<file path="src/rtl/e203_sim_irq_injector_pkg.sv">
// Shared types and helpers for the E203 simulation interrupt injector.
// Holds the channel state encoding, the LFSR taps and the gap selection rule.
package e203_sim_irq_pkg;

    typedef enum logic [1:0] {
        CH_IDLE   = 2'd0,
        CH_WAIT   = 2'd1,
        CH_ASSERT = 2'd2,
        CH_DONE   = 2'd3
    } ch_state_e;

    localparam logic [31:0] LFSR_TAPS = 32'h8020_0003;
    localparam logic [31:0] SEED_MIX  = 32'h9E37_79B9;

    // One step of the 32-bit Galois LFSR.
    function automatic logic [31:0] lfsr_step(input logic [31:0] v);
        lfsr_step = v[0] ? ((v >> 1) ^ LFSR_TAPS) : (v >> 1);
    endfunction

    // An all-zero LFSR state would lock up, so a zero seed is replaced by 1.
    function automatic logic [31:0] seed_fix(input logic [31:0] s);
        seed_fix = (s == 32'h0) ? 32'h1 : s;
    endfunction

    // Fixed gap wins when nonzero; otherwise the random field plus one (range 1..2^GAP_W).
    function automatic logic [16:0] gap_sel(input logic [15:0] fixed_gap, input logic [15:0] rnd);
        gap_sel = (fixed_gap != 16'h0) ? {1'b0, fixed_gap} : ({1'b0, rnd} + 17'd1);
    endfunction

endpackage

</file>
<file path="src/rtl/e203_sim_irq_injector_if.sv">
// Instruction commit stream observed by the interrupt injector.
interface e203_sim_irq_injector_if #(
    parameter int PC_W = 32
);
    logic            cmt_valid;
    logic [PC_W-1:0] cmt_pc;

    modport master (output cmt_valid, output cmt_pc);
    modport slave  (input  cmt_valid, input  cmt_pc);
endinterface

</file>
<file path="src/rtl/e203_sim_irq_injector_chnl.sv">
// One interrupt channel: gap wait, assert until ack or timeout, then re-arm or finish.
module e203_sim_irq_chnl
    import e203_sim_irq_pkg::*;
#(
    parameter int          GAP_W   = 10,
    parameter int          CNT_W   = 16,
    parameter int          ACK_TMO = 4096,
    parameter logic [31:0] SEED    = 32'h1
) (
    input  logic             clk,
    input  logic             rst_n,
    input  logic             en,
    input  logic             ch_en,
    input  logic             armed,
    input  logic             stop,
    input  logic             ack_hit,
    input  logic [GAP_W-1:0] fixed_gap,
    output logic             irq,
    output logic [CNT_W-1:0] inj_cnt,
    output logic             tmo_err
);

    localparam int                GC_W     = GAP_W + 1;
    localparam int                TMO_W    = (ACK_TMO > 1) ? $clog2(ACK_TMO) : 1;
    localparam bit                TMO_ON   = (ACK_TMO != 0);
    localparam logic [TMO_W-1:0]  TMO_LAST = TMO_W'((ACK_TMO > 0) ? (ACK_TMO - 1) : 0);

    ch_state_e        state_r, state_s;
    logic [GC_W-1:0]  gap_cnt_r, gap_cnt_s, gap_new_s;
    logic [TMO_W-1:0] tmo_cnt_r, tmo_cnt_s;
    logic [31:0]      lfsr_r, lfsr_s;
    logic [CNT_W-1:0] inj_cnt_r, inj_cnt_s;
    logic             tmo_err_r, tmo_err_s;
    logic             irq_r;
    logic             load_s;
    logic             tmo_hit_s;

    // Next-state logic; every gap load also advances the LFSR exactly once.
    always_comb begin
        state_s   = state_r;
        gap_cnt_s = gap_cnt_r;
        tmo_cnt_s = tmo_cnt_r;
        lfsr_s    = lfsr_r;
        inj_cnt_s = inj_cnt_r;
        tmo_err_s = tmo_err_r;
        load_s    = 1'b0;
        gap_new_s = GC_W'(gap_sel(16'(fixed_gap), 16'(lfsr_r[GAP_W-1:0])));
        tmo_hit_s = TMO_ON && (tmo_cnt_r == TMO_LAST);
        if (!en) begin
            state_s = CH_IDLE;
        end else begin
            case (state_r)
                CH_IDLE: begin
                    if (ch_en && armed && !stop) begin
                        state_s = CH_WAIT;
                        load_s  = 1'b1;
                    end else begin
                        state_s = CH_IDLE;
                    end
                end
                CH_WAIT: begin
                    if (stop) begin
                        state_s = CH_DONE;
                    end else if (!ch_en) begin
                        state_s = CH_IDLE;
                    end else if (gap_cnt_r == GC_W'(1)) begin
                        state_s   = CH_ASSERT;
                        tmo_cnt_s = '0;
                    end else begin
                        gap_cnt_s = gap_cnt_r - GC_W'(1);
                    end
                end
                CH_ASSERT: begin
                    tmo_cnt_s = tmo_cnt_r + TMO_W'(1);
                    // An ack landing on the timeout cycle still counts as a clean ack.
                    if (ack_hit || tmo_hit_s) begin
                        if (ack_hit) begin
                            inj_cnt_s = (inj_cnt_r == {CNT_W{1'b1}}) ? inj_cnt_r : (inj_cnt_r + CNT_W'(1));
                        end else begin
                            tmo_err_s = 1'b1;
                        end
                        if (stop) begin
                            state_s = CH_DONE;
                        end else begin
                            state_s = CH_WAIT;
                            load_s  = 1'b1;
                        end
                    end else begin
                        state_s = CH_ASSERT;
                    end
                end
                CH_DONE: begin
                    state_s = CH_DONE;
                end
                default: begin
                    state_s = CH_IDLE;
                end
            endcase
        end
        if (load_s) begin
            gap_cnt_s = gap_new_s;
            lfsr_s    = lfsr_step(lfsr_r);
        end else begin
            lfsr_s    = lfsr_r;
        end
    end

    // Channel state and registered interrupt output.
    always_ff @(posedge clk or negedge rst_n) begin
        if (!rst_n) begin
            state_r   <= CH_IDLE;
            gap_cnt_r <= '0;
            tmo_cnt_r <= '0;
            lfsr_r    <= SEED;
            inj_cnt_r <= '0;
            tmo_err_r <= 1'b0;
            irq_r     <= 1'b0;
        end else begin
            state_r   <= state_s;
            gap_cnt_r <= gap_cnt_s;
            tmo_cnt_r <= tmo_cnt_s;
            lfsr_r    <= lfsr_s;
            inj_cnt_r <= inj_cnt_s;
            tmo_err_r <= tmo_err_s;
            irq_r     <= (state_s == CH_ASSERT);
        end
    end

    assign irq     = irq_r;
    assign inj_cnt = inj_cnt_r;
    assign tmo_err = tmo_err_r;

endmodule

</file>
<file path="src/rtl/e203_sim_irq_injector.sv">
// Interrupt stimulus generator: arms on a setup PC, drives CH_NUM channels,
// and stops injecting once the tohost commit count passes a threshold.
module e203_sim_irq_injector
    import e203_sim_irq_pkg::*;
#(
    parameter int          CH_NUM    = 3,
    parameter int          PC_W      = 32,
    parameter int          CNT_W     = 16,
    parameter int          GAP_W     = 10,
    parameter int          ACK_TMO   = 4096,
    parameter logic [31:0] LFSR_SEED = 32'hACE1_2D5B
) (
    input  logic                    clk,
    input  logic                    rst_n,
    input  logic                    en,
    input  logic [CH_NUM-1:0]       ch_en,
    e203_sim_irq_injector_if.slave  cmt,
    input  logic [PC_W-1:0]         arm_pc,
    input  logic [PC_W-1:0]         stop_pc,
    input  logic [CNT_W-1:0]        stop_thresh,
    input  logic [CH_NUM*PC_W-1:0]  ack_pc,
    input  logic [GAP_W-1:0]        fixed_gap,
    output logic [CH_NUM-1:0]       irq_o,
    output logic                    armed_o,
    output logic                    stop_o,
    output logic                    done_o,
    output logic [CNT_W-1:0]        stop_cnt_o,
    output logic [CH_NUM*CNT_W-1:0] inj_cnt_o,
    output logic [CH_NUM-1:0]       tmo_err_o
);

    logic             arm_hit_s;
    logic             stop_hit_s;
    logic             armed_r;
    logic             stop_r;
    logic [CNT_W-1:0] stop_cnt_r;
    logic [CH_NUM-1:0] irq_s;

    assign arm_hit_s  = cmt.cmt_valid && (cmt.cmt_pc == arm_pc);
    assign stop_hit_s = cmt.cmt_valid && (cmt.cmt_pc == stop_pc);

    // Sticky arm flag, saturating tohost count, and stop compare on the registered count.
    always_ff @(posedge clk or negedge rst_n) begin
        if (!rst_n) begin
            armed_r    <= 1'b0;
            stop_cnt_r <= '0;
            stop_r     <= 1'b0;
        end else begin
            armed_r    <= armed_r | arm_hit_s;
            if (stop_hit_s && (stop_cnt_r != {CNT_W{1'b1}})) begin
                stop_cnt_r <= stop_cnt_r + CNT_W'(1);
            end else begin
                stop_cnt_r <= stop_cnt_r;
            end
            stop_r     <= (stop_cnt_r > stop_thresh);
        end
    end

    for (genvar i = 0; i < CH_NUM; i++) begin : g_ch
        logic ack_hit_s;
        assign ack_hit_s = cmt.cmt_valid && (cmt.cmt_pc == ack_pc[i*PC_W +: PC_W]);

        e203_sim_irq_chnl #(
            .GAP_W   (GAP_W),
            .CNT_W   (CNT_W),
            .ACK_TMO (ACK_TMO),
            .SEED    (seed_fix(LFSR_SEED ^ (32'(i) * SEED_MIX)))
        ) u_chnl (
            .clk       (clk),
            .rst_n     (rst_n),
            .en        (en),
            .ch_en     (ch_en[i]),
            .armed     (armed_r),
            .stop      (stop_r),
            .ack_hit   (ack_hit_s),
            .fixed_gap (fixed_gap),
            .irq       (irq_s[i]),
            .inj_cnt   (inj_cnt_o[i*CNT_W +: CNT_W]),
            .tmo_err   (tmo_err_o[i])
        );
    end

    assign irq_o      = irq_s;
    assign armed_o    = armed_r;
    assign stop_o     = stop_r;
    assign stop_cnt_o = stop_cnt_r;
    assign done_o     = stop_r & (irq_s == '0);

endmodule
</file>
<file path="src/flat_wrapper.sv">
// flat-port wrapper written by rule: the top's interface ports become plain ports
module e203_sim_irq_injector_flat import e203_sim_irq_pkg::*;
#(
    parameter int          CH_NUM    = 3,
    parameter int          PC_W      = 32,
    parameter int          CNT_W     = 16,
    parameter int          GAP_W     = 10,
    parameter int          ACK_TMO   = 4096,
    parameter logic [31:0] LFSR_SEED = 32'hACE1_2D5B
)
  (clk, rst_n, en, ch_en, arm_pc, stop_pc, stop_thresh, ack_pc, fixed_gap, irq_o, armed_o, stop_o, done_o, stop_cnt_o, inj_cnt_o, tmo_err_o, cmt_cmt_valid, cmt_cmt_pc);
  e203_sim_irq_injector_if #(.PC_W(PC_W)) cmt_i ();
  input  logic clk;
  input  logic rst_n;
  input  logic en;
  input  logic [CH_NUM-1:0] ch_en;
  input  logic [PC_W-1:0] arm_pc;
  input  logic [PC_W-1:0] stop_pc;
  input  logic [CNT_W-1:0] stop_thresh;
  input  logic [CH_NUM*PC_W-1:0] ack_pc;
  input  logic [GAP_W-1:0] fixed_gap;
  output logic [CH_NUM-1:0] irq_o;
  output logic armed_o;
  output logic stop_o;
  output logic done_o;
  output logic [CNT_W-1:0] stop_cnt_o;
  output logic [CH_NUM*CNT_W-1:0] inj_cnt_o;
  output logic [CH_NUM-1:0] tmo_err_o;
  input wire logic [$bits(cmt_i.cmt_valid)-1:0] cmt_cmt_valid;
  input wire logic [$bits(cmt_i.cmt_pc)-1:0] cmt_cmt_pc;
  assign cmt_i.cmt_valid = cmt_cmt_valid;
  assign cmt_i.cmt_pc = cmt_cmt_pc;
  e203_sim_irq_injector #(.CH_NUM(CH_NUM), .PC_W(PC_W), .CNT_W(CNT_W), .GAP_W(GAP_W), .ACK_TMO(ACK_TMO), .LFSR_SEED(LFSR_SEED)) u_core (.clk(clk), .rst_n(rst_n), .en(en), .ch_en(ch_en), .cmt(cmt_i), .arm_pc(arm_pc), .stop_pc(stop_pc), .stop_thresh(stop_thresh), .ack_pc(ack_pc), .fixed_gap(fixed_gap), .irq_o(irq_o), .armed_o(armed_o), .stop_o(stop_o), .done_o(done_o), .stop_cnt_o(stop_cnt_o), .inj_cnt_o(inj_cnt_o), .tmo_err_o(tmo_err_o));
endmodule
</file>
<file path="config.mk">
export PLATFORM = sky130hd
export DESIGN_NAME = e203_sim_irq_injector_flat
export DESIGN_NICKNAME = d
export VERILOG_FILES = /design/src/rtl/e203_sim_irq_injector_pkg.sv /design/src/rtl/e203_sim_irq_injector_if.sv /design/src/rtl/e203_sim_irq_injector_chnl.sv /design/src/rtl/e203_sim_irq_injector.sv /design/src/flat_wrapper.sv
export SDC_FILE = /design/constraint.sdc
export NUM_CORES = 1
export LEC_CHECK = 0
export ABC_AREA = 1
export ABC_CLOCK_PERIOD_IN_PS = 2410
export BUFFER_PORTS_ARGS = -buffer_cell sky130_fd_sc_hd__buf_2
export CORE_MARGIN = 5
export CORE_UTILIZATION = 58
export DETAILED_ROUTE_END_ITERATION = 10
export PLACE_DENSITY = 0.9
export SLEW_MARGIN = 30
export SYNTH_ARGS = -nofsm -noshare
export SYNTH_HDL_FRONTEND = slang
export SYNTH_SLANG_ARGS = --single-unit
</file>
<file path="constraint.sdc">
create_clock -name clk -period 2.41 [get_ports clk]
set_clock_uncertainty 0.05 [all_clocks]
set_input_delay 0.482 -clock clk [delete_from_list [all_inputs] [get_ports clk]]
set_output_delay 0.482 -clock clk [all_outputs]
set_load 0.005 [all_outputs]
</file>
==> run summary <==
Outcome: finished clean
Share of cells above drive strength 1: 0.225
Crit share post-route: 0.969
Post-synth top flop: dfrtp_1
CP Capture Type: output pin
Die Span Y: 182 um
Unique cell type count in the Yosys netlist: 59
Site Rows: 63
Critical path class: reg -> out
Placed cells: 3220
Iter 0 DRT Violations: 2045
Global-route wire length before repair: 89000 um
Buffers on Ports: 297
Worst-path clk slew: 0.06 ns
Post-Syn Nets: 2722
Die footprint: 33100 um2
Slew @ Worst Pin: 0.529 ns
Dpl hpwl: 44800 um
Final GP Congestion: 1.16
Main area contributors after synthesis: dfrtp_1, nand2_1, inv_1, dfstp_2, nor2_1
Final antenna-violating net count: 0
H-tree levels: 1
Die Wd: 182 um
#FFs+latches synth: 243
Total Wirelength: 56400 um
Total Routing Usage GR: 0.328
Layout area overhead: 22.0%
Clock sink count: 243
Power Density: 626 nW/um2
Commonest cells post-synth: nand2_1, inv_1, nor2_1, dfrtp_1, nand3_1
Sequential-to-total area share from yosys stat: 0.359
Worst EP required: 1.88 ns
Max Cap Viol: 0
Synthesized area: 17100 um2
Post-synthesis cell count: 2465
FFs w/ async S/R, synth: 1.00
Final hold violations: 0
Synth top area share: 0.285
Total congestion overflow: 0
I/O pins: 298
First-pass detailed-route iteration total: 9
Fin Hold WS: 0.183 ns
Initial antenna violation count: 7
WP data arrival: 1.80 ns
DP Area: 19900 um2
CTS tree: done
Wire per inst: 17.2 um
Worst Slack Setup Final: 0.0752 ns
RSZ-0062 raised after global routing: yes
Total Power: 13.1 mW
Period minus WS final: 2.33 ns
Util after Layout: 0.711
F_max: 0.428 GHz
Vias: 18079
Count leader, synth: nand2_1
Core Box Area: 29400 um2
Post-synth EDFFs: 0
VDD IR max: 538 uV
Rel. slew slack: 0.648
Avg Cell Area, Syn: 6.95 um2
Clock Latency Late Sink: 0.55 ns
Worst hold path type: in -> reg
CP Max Fanout: 10
Root Buffer: clkbuf_16
Max clock buf depth: 3
Area leader, netlist: dfrtp_1
Slew Limit Fails: 0
Non-Filler Instances: 3275
Leakage power: 10.7 nW
CP Launch Type: register
Setup TNS: 0 ns
Initial Util: 0.583
Design Area, Final: 20900 um2
TritonCTS Buffers: 26
Vias per cell: 5.52
Synth warn: 0
Post-detailed-route DRC marker count: 0
Setup violations, final: 0
Place WS: -0.135 ns
Largest net degree at the start of global routing: 60
Nets@finish: 3117
Number of global-route vias before repair: 17301
layer usage:
layer / part of all wire / routed length, um / track usage
met4: 0.033 / 1870 / 0.109
met1: 0.41 / 23300 / 0.446
met5: 0.00020 / 11 / 0
met3: 0.096 / 5410 / 0.0683
met2: 0.46 / 25800 / 0.525
worst paths after layout:
check	start	end	slack [ns]	depth (start not counted)
setup / recovery	u_core.stop_o	done_o	0.08	4
hold / removal	fixed_gap[7]	u_core.g_ch[1].u_chnl.gap_cnt_r[7]	0.18	3
setup reg to reg	u_core.g_ch[2].u_chnl.gap_cnt_r[4]	u_core.g_ch[2].u_chnl.gap_cnt_r[4]	0.09	13
hold reg to reg	u_core.g_ch[1].u_chnl.lfsr_r[23]	u_core.g_ch[1].u_chnl.lfsr_r[22]	0.42	2
max in group asynchronous	rst_n	u_core.g_ch[0].u_chnl.lfsr_r[1]	1.15	3
min in group asynchronous	rst_n	u_core.g_ch[0].u_chnl.gap_cnt_r[7]	0.43	2
worst max-delay path, cell delays in order, from the launching register on:
cell	delay, ns
dfrtp_2	0.54
inv_2	0.06
buf_4	0.20
nor4_2	0.27
buf_2	0.17
placed cells by master, fill, tap and decap left out, types with 57 or more instances in the layout:
cell type / n
o21ai_0: 115
buf_4: 121
nand3_1: 136
dfrtp_1: 194
nor2_1: 211
inv_1: 360
xor2_1: 86
o21ai_1: 57
nand2_1: 719
xnor2_1: 57
buf_2: 296
nand4_1: 75
flip-flops by register name, summed over array words and instances, names as in the netlist:
| name | flops |
|---|---|
| u_core.stop_cnt_o | 16 |
| u_core.stop_o | 1 |
| u_core.g_ch.u_chnl.gap_cnt_r | 33 |
| u_core.g_ch.u_chnl.state_r | 6 |
| u_core.g_ch.u_chnl.tmo_err | 3 |
| u_core.armed_o | 1 |
| u_core.g_ch.u_chnl.inj_cnt | 48 |
| u_core.g_ch.u_chnl.lfsr_r | 96 |
| u_core.g_ch.u_chnl.irq | 3 |
| u_core.g_ch.u_chnl.tmo_cnt_r | 36 |
area by class of cell:
type / instances / area (um2)
antenna: 6 / 15.0
clock buffer: 34 / 741
clock inverter: 13 / 240
fill: 2341 / 8500
inverter: 382 / 1430
multi-input combinational: 1775 / 9160
sequential: 243 / 6140
tap: 390 / 488
timing repair buffer: 432 / 2680
logic make-up (layout without fill, tap and decap cells):
| kind of cell | after synthesis | count (layout) | share of synthesized area |
|---|---|---|---|
| simple gates | 1294 | 1294 | 0.329 |
| buf+inv | 447 | 861 | 0.108 |
| compound gates | 302 | 302 | 0.104 |
| flops | 243 | 243 | 0.359 |
| xor+xnor | 147 | 147 | 0.0769 |
| fa+ha+maj | 32 | 32 | 0.0234 |
| other cells | 0 | 6 | 0 |
timing repair:
| item | CTS | global route |
|---|---|---|
| hold buffers | 1 | 0 |
| setup endpoints to repair | 2 | 9 |
| gates cloned | 0 | 0 |
| gates resized for setup | 1 | 7 |
| buffers inserted | 1 | 0 |
| pin swaps | 1 | 2 |
| hold endpoints to repair | 49 | 0 |
report_power, final:
part / internal, mW / switching, mW
Clock: 2.81 / 1.68
Sequential: 4.99 / 0.558
Combinational: 1.21 / 1.83
Total: 9.00 / 4.07
No activity file was read; power rests on OpenSTA's default activity.
